## config.mk

```make
export PLATFORM = sky130hd
export DESIGN_NAME = hazard_scheduler
export DESIGN_NICKNAME = d
export VERILOG_FILES = /design/src/rtl/hazard_scheduler.sv
export SDC_FILE = /design/constraint.sdc
export NUM_CORES = 1
export LEC_CHECK = 0
export ABC_CLOCK_PERIOD_IN_PS = 2950
export CAP_MARGIN = 40
export CORE_ASPECT_RATIO = 0.7
export CORE_UTILIZATION = 37
export DETAILED_ROUTE_END_ITERATION = 8
export REMOVE_ABC_BUFFERS = 1
export SLEW_MARGIN = 20
export SYNTH_ARGS = -nofsm -noshare
export SYNTH_HDL_FRONTEND = slang
export SYNTH_SLANG_ARGS = --single-unit
```

## constraint.sdc

```tcl
create_clock -name i_clk -period 2.95 [get_ports i_clk]
set_input_delay 0.59 -clock i_clk [delete_from_list [all_inputs] [get_ports i_clk]]
set_output_delay 0.59 -clock i_clk [all_outputs]
set_load 0.005 [all_outputs]
```

## src/rtl/hazard_scheduler.sv

```systemverilog
// Pipeline hazard scheduler for the 5-stage MIPS core.
//
// Tracks the writers sitting in EX, MEM and WB in a 3-slot scoreboard and
// decides, purely combinationally from those slots and the ID qualifiers,
// the operand forwarding selects, the load-use stall, the redirect flush and
// the memory-wait freeze. A saturating counter totals the stalled cycles.
//
// Ports:
//   i_clk, i_rst          core clock, synchronous active-high reset
//   i_id_*                ID-stage qualifiers (valid, sources, read enables,
//                         write-back enable, load flag, destination)
//   i_branch_taken/i_jump EX-stage redirect requests
//   i_mem_ready           data memory done; low freezes the pipe
//   o_fwd_a/o_fwd_b       operand source: 00 regfile, 01 EX, 10 MEM, 11 WB
//   o_stall_if/o_stall_id hold PC+IF/ID and ID
//   o_flush_if            squash IF/ID
//   o_issue               ID instruction enters EX this cycle
//   o_stall_count         saturating count of stall_id cycles
module hazard_scheduler #(
  parameter int unsigned REG_W  = 5,
  parameter int unsigned CNT_W  = 16,
  parameter bit          WB_FWD = 1'b1
) (
  input  logic             i_clk,
  input  logic             i_rst,
  input  logic             i_id_valid,
  input  logic [REG_W-1:0] i_id_rs,
  input  logic [REG_W-1:0] i_id_rt,
  input  logic             i_id_re1,
  input  logic             i_id_re2,
  input  logic             i_id_we,
  input  logic             i_id_lw,
  input  logic [REG_W-1:0] i_id_wreg,
  input  logic             i_branch_taken,
  input  logic             i_jump,
  input  logic             i_mem_ready,
  output logic [1:0]       o_fwd_a,
  output logic [1:0]       o_fwd_b,
  output logic             o_stall_if,
  output logic             o_stall_id,
  output logic             o_flush_if,
  output logic             o_issue,
  output logic [CNT_W-1:0] o_stall_count
);

  // Scoreboard slots
  logic             r_ex_v, r_ex_we, r_ex_lw;
  logic [REG_W-1:0] r_ex_wreg;
  logic             r_mem_v, r_mem_we, r_mem_lw;
  logic [REG_W-1:0] r_mem_wreg;
  logic             r_wb_v, r_wb_we, r_wb_lw;
  logic [REG_W-1:0] r_wb_wreg;
  logic [CNT_W-1:0] r_stall_count;

  // A slot is a forwarding candidate only if it writes a non-zero register.
  logic w_ex_wr, w_mem_wr, w_wb_wr;
  assign w_ex_wr  = r_ex_v & r_ex_we & (r_ex_wreg != '0);
  assign w_mem_wr = r_mem_v & r_mem_we & (r_mem_wreg != '0);
  // Without WB forwarding the register file bypasses internally.
  assign w_wb_wr  = WB_FWD & r_wb_v & r_wb_we & (r_wb_wreg != '0);

  logic w_ex_a, w_ex_b, w_mem_a, w_mem_b, w_wb_a, w_wb_b;
  assign w_ex_a  = w_ex_wr & i_id_re1 & (i_id_rs == r_ex_wreg);
  assign w_ex_b  = w_ex_wr & i_id_re2 & (i_id_rt == r_ex_wreg);
  assign w_mem_a = w_mem_wr & i_id_re1 & (i_id_rs == r_mem_wreg);
  assign w_mem_b = w_mem_wr & i_id_re2 & (i_id_rt == r_mem_wreg);
  assign w_wb_a  = w_wb_wr & i_id_re1 & (i_id_rs == r_wb_wreg);
  assign w_wb_b  = w_wb_wr & i_id_re2 & (i_id_rt == r_wb_wreg);

  // Youngest writer wins.
  logic [1:0] w_fwd_a, w_fwd_b;
  always_comb begin
    w_fwd_a = 2'b00;
    if (w_ex_a)       w_fwd_a = 2'b01;
    else if (w_mem_a) w_fwd_a = 2'b10;
    else if (w_wb_a)  w_fwd_a = 2'b11;
    w_fwd_b = 2'b00;
    if (w_ex_b)       w_fwd_b = 2'b01;
    else if (w_mem_b) w_fwd_b = 2'b10;
    else if (w_wb_b)  w_fwd_b = 2'b11;
  end

  // A load in EX has no data yet, so a match against it must stall.
  logic w_luse, w_freeze, w_redir;
  assign w_luse   = i_id_valid & r_ex_lw & (w_ex_a | w_ex_b);
  assign w_freeze = ~i_mem_ready;
  assign w_redir  = i_branch_taken | i_jump;

  // Priority: freeze > redirect > load-use > normal issue.
  logic w_stall, w_flush, w_issue, w_shift, w_ex_load;
  always_comb begin
    w_stall   = 1'b0;
    w_flush   = 1'b0;
    w_issue   = 1'b0;
    w_shift   = 1'b1;
    w_ex_load = 1'b0;
    if (w_freeze) begin
      w_stall = 1'b1;
      w_shift = 1'b0;
    end else if (w_redir) begin
      // Wrong-path ID instruction: any load-use it would cause is dropped.
      w_flush = 1'b1;
    end else if (w_luse) begin
      w_stall = 1'b1;
    end else begin
      w_issue   = i_id_valid;
      w_ex_load = 1'b1;
    end
  end

  always_ff @(posedge i_clk) begin
    if (i_rst) begin
      r_ex_v  <= 1'b0; r_ex_we  <= 1'b0; r_ex_lw  <= 1'b0; r_ex_wreg  <= '0;
      r_mem_v <= 1'b0; r_mem_we <= 1'b0; r_mem_lw <= 1'b0; r_mem_wreg <= '0;
      r_wb_v  <= 1'b0; r_wb_we  <= 1'b0; r_wb_lw  <= 1'b0; r_wb_wreg  <= '0;
    end else if (w_shift) begin
      r_wb_v   <= r_mem_v;
      r_wb_we  <= r_mem_we;
      r_wb_lw  <= r_mem_lw;
      r_wb_wreg <= r_mem_wreg;
      r_mem_v  <= r_ex_v;
      r_mem_we <= r_ex_we;
      r_mem_lw <= r_ex_lw;
      r_mem_wreg <= r_ex_wreg;
      if (w_ex_load) begin
        r_ex_v    <= i_id_valid;
        r_ex_we   <= i_id_valid & i_id_we;
        r_ex_lw   <= i_id_valid & i_id_lw;
        r_ex_wreg <= i_id_wreg;
      end else begin
        r_ex_v    <= 1'b0;
        r_ex_we   <= 1'b0;
        r_ex_lw   <= 1'b0;
        r_ex_wreg <= '0;
      end
    end
  end

  always_ff @(posedge i_clk) begin
    if (i_rst) begin
      r_stall_count <= '0;
    end else if (w_stall && !(&r_stall_count)) begin
      r_stall_count <= r_stall_count + CNT_W'(1);
    end
  end

  // All outputs are held low while reset is asserted.
  assign o_fwd_a       = i_rst ? 2'b00 : w_fwd_a;
  assign o_fwd_b       = i_rst ? 2'b00 : w_fwd_b;
  assign o_stall_if    = ~i_rst & w_stall;
  assign o_stall_id    = ~i_rst & w_stall;
  assign o_flush_if    = ~i_rst & w_flush;
  assign o_issue       = ~i_rst & w_issue;
  assign o_stall_count = i_rst ? '0 : r_stall_count;

endmodule

```

==> out/metrics.csv <==
metric;value;unit
outcome;complete, no violations;
cts_made_buffers;5;
core;5420;sq um
vdd_ir_drop_max;181;uV
clkTransAtPathRegs;0.07;ns
critical_path_buf_inv_count;5;
synth_cells;243;
drive_above_1_share;0.232;
critical_path.slowest_cell;nor4_1;
netlist_area;2160;sq um
holdPathStages;1;
critPathLaunchType;input pin;
path_max_fanout;2;
drt_wl_total;5610;um
initial_core_util;0.398;
pin_count;49;
die_area;6140;sq um
worstRegToRegCells;9;
dp_hpwl;4270;um
fin_skew;0.00958;ns
rrSetupSlack;0.35;ns
crit_required;2.36;ns
timing.final.hold_violations;0;
ys_ff_latch;38;
critical_path.top_delay_family;buffers and inverters;
ctsHtreeMaxLevel;2;
rows;22;
drt-pass1-iter-count;4;
p_leak;1.35;nW
port_buffers;48;
path_cells;dlygate4sd2_1 > buf_4 > xor2_1 > nor4_1 > nand3_1 > buf_4 > buf_4 > nor2_2 > a21oi_2 > nor2_1 > clkbuf_2;
synth_edf_count;0;
cts_sinks;38;
yosysWarnings;0;
slew_headroom;0.656;
vias;2005;
slowest_delay;0.28;ns
antenna_found_initial;0;
grt_overflow;0;
diodes;0;
viasPerCell;5.08;
yosysSeqAreaShare;0.353;
post-route-period-util;0.955;
setup_viol;0;
slew_viol_final;0;
grt_pass1_vias;1809;
syn_to_final_growth;43.5;%
final_common_cell;dfxtp_1;
cts-root-buf;clkbuf_8;
cts_tree;built;
worst-setup-path-type;input pin to primary output;
cts_hold_buf;0;
synth.distinct_cells;44;
total_power;1.09;mW
ant_nets;0;
final_cell_mix;dfxtp_1, buf_4, nor2_1;
clock_latency;0.29;ns
die_w;93.2;um
drc_errors;0;
worst_ep_arrival_time;2.23;ns
place_congestion;0.845;
fin_crit;2.82;ns
worst-slew-pin-transition;0.514;ns
drv_cap;0;
clockBufferDepth;2;
wl_per_cell;14.2;um
max_freq;355;MHz
grt_max_degree;40;
num-nets-final;348;
cpMostUsedCell;buf_4;
die_h;65.9;um
power_density;351;nW/um^2
path_depth;11;
rsz0062_at_grt;false;
synth_flop_cell;dfxtp_1;
avgSynthCellArea;8.87;sq um
drt_iter0_drc;112;
async_flop_share;0;
final_util;0.570;
grt_usage;0.193;
grt_pass1_wl;8990;um
endpoint_kind;primary output;
hp-class;flip-flop to flip-flop;
layer usage:
layer	global-route usage	vias to the layer above	share of wire
met5	0	-	0
met1	0.312	923	0.52
met4	0.0346	0	0.0020
met3	0.0448	2	0.086
met2	0.251	62	0.39
li1	-	1018	-
worst paths after layout:
| check | from | to |
|---|---|---|
| worst max-delay path | i_id_rs[3] | o_fwd_a[0] |
| worst min-delay path | r_ex_lw | r_ex_lw |
| worst max register to register | r_ex_wreg[4] | r_stall_count[15] |
| worst min register to register | r_ex_lw | r_ex_lw |
state kept, by name (all words and copies together) (netlist names):
signal and flops:
r_stall_count 16, r_ex_lw 1, r_wb_we 1, r_ex_we 1, r_mem_wreg 5, r_wb_v 1, r_wb_wreg 5, r_ex_wreg 5
r_mem_v 1, r_ex_v 1, r_mem_we 1
synthesized netlist by cell type (2+ instances only):
library cell / count / area [sq um]
buf_2: 2 / 10.0
or3_1: 2 / 12.5
nor3_1: 4 / 20.0
nor2_1: 35 / 131
o21ai_0: 8 / 40.0
xnor2_1: 8 / 70.1
a32o_1: 2 / 20.0
xor2_1: 23 / 201
clkbuf_1: 3 / 11.3
and2_1: 2 / 12.5
nand4_1: 4 / 25.0
nand2_1: 11 / 41.3
nor3b_1: 3 / 22.5
a21oi_1: 3 / 15.0
buf_1: 4 / 15.0
and3_2: 2 / 15.0
and3_1: 2 / 12.5
nand3_1: 10 / 50.1
dfxtp_1: 38 / 761
mux2_2: 8 / 90.1
mux2i_1: 15 / 150
or4_1: 6 / 45.0
a22o_1: 6 / 52.6
nor4_1: 7 / 43.8
nor2b_1: 16 / 100
area by class of cell:
cell class | instances | area (sq um)
tap | 72 | 90.1
timing repair buffer | 83 | 726
inverter | 1 | 3.75
clock buffer | 8 | 110
sequential | 38 | 761
multi-input combinational | 193 | 1400
fill | 529 | 2330
per-stage QoR:
step | TNS (ns) | setup WS (ns) | instance area [sq um] | hold WS (ns) | std cells
after detailed placement | -2.22 | -0.372 | 2890 | 0.453 | 380
after global placement | -2.30 | -0.401 | 2890 | 0.450 | 380
after floorplan | 0 | 0.517 | 2100 | 0.442 | 232
final | 0 | 0.134 | 3090 | 0.472 | 395
after CTS | 0 | 0.0141 | 3030 | 0.472 | 392
after global routing | 0 | 0.0287 | 3090 | 0.503 | 395
report_power, final:
part	switching [mW]	total, mW	internal (mW)
combinational	0.0674	0.145	0.0775
clock	0.178	0.415	0.236
sequential	0.00738	0.526	0.519
cells by family (layout without fill, tap and decap cells):
| kind of cell | count (synthesis) | in the layout | synth area share |
|---|---|---|---|
| flops | 38 | 38 | 0.353 |
| compound gates | 26 | 26 | 0.0963 |
| xor+xnor | 31 | 31 | 0.126 |
| fa+ha+maj | 1 | 1 | 0.00580 |
| simple gates | 112 | 112 | 0.280 |
| mux | 23 | 23 | 0.111 |
| buf+inv | 12 | 92 | 0.0273 |
timing repair:
action / CTS / global route
setup buffers: 4 / 3
setup endpoints to repair: 7 / 6
pin swaps: 13 / 12
gates resized for setup: 23 / 19
No activity file was read; power rests on OpenSTA's default activity.
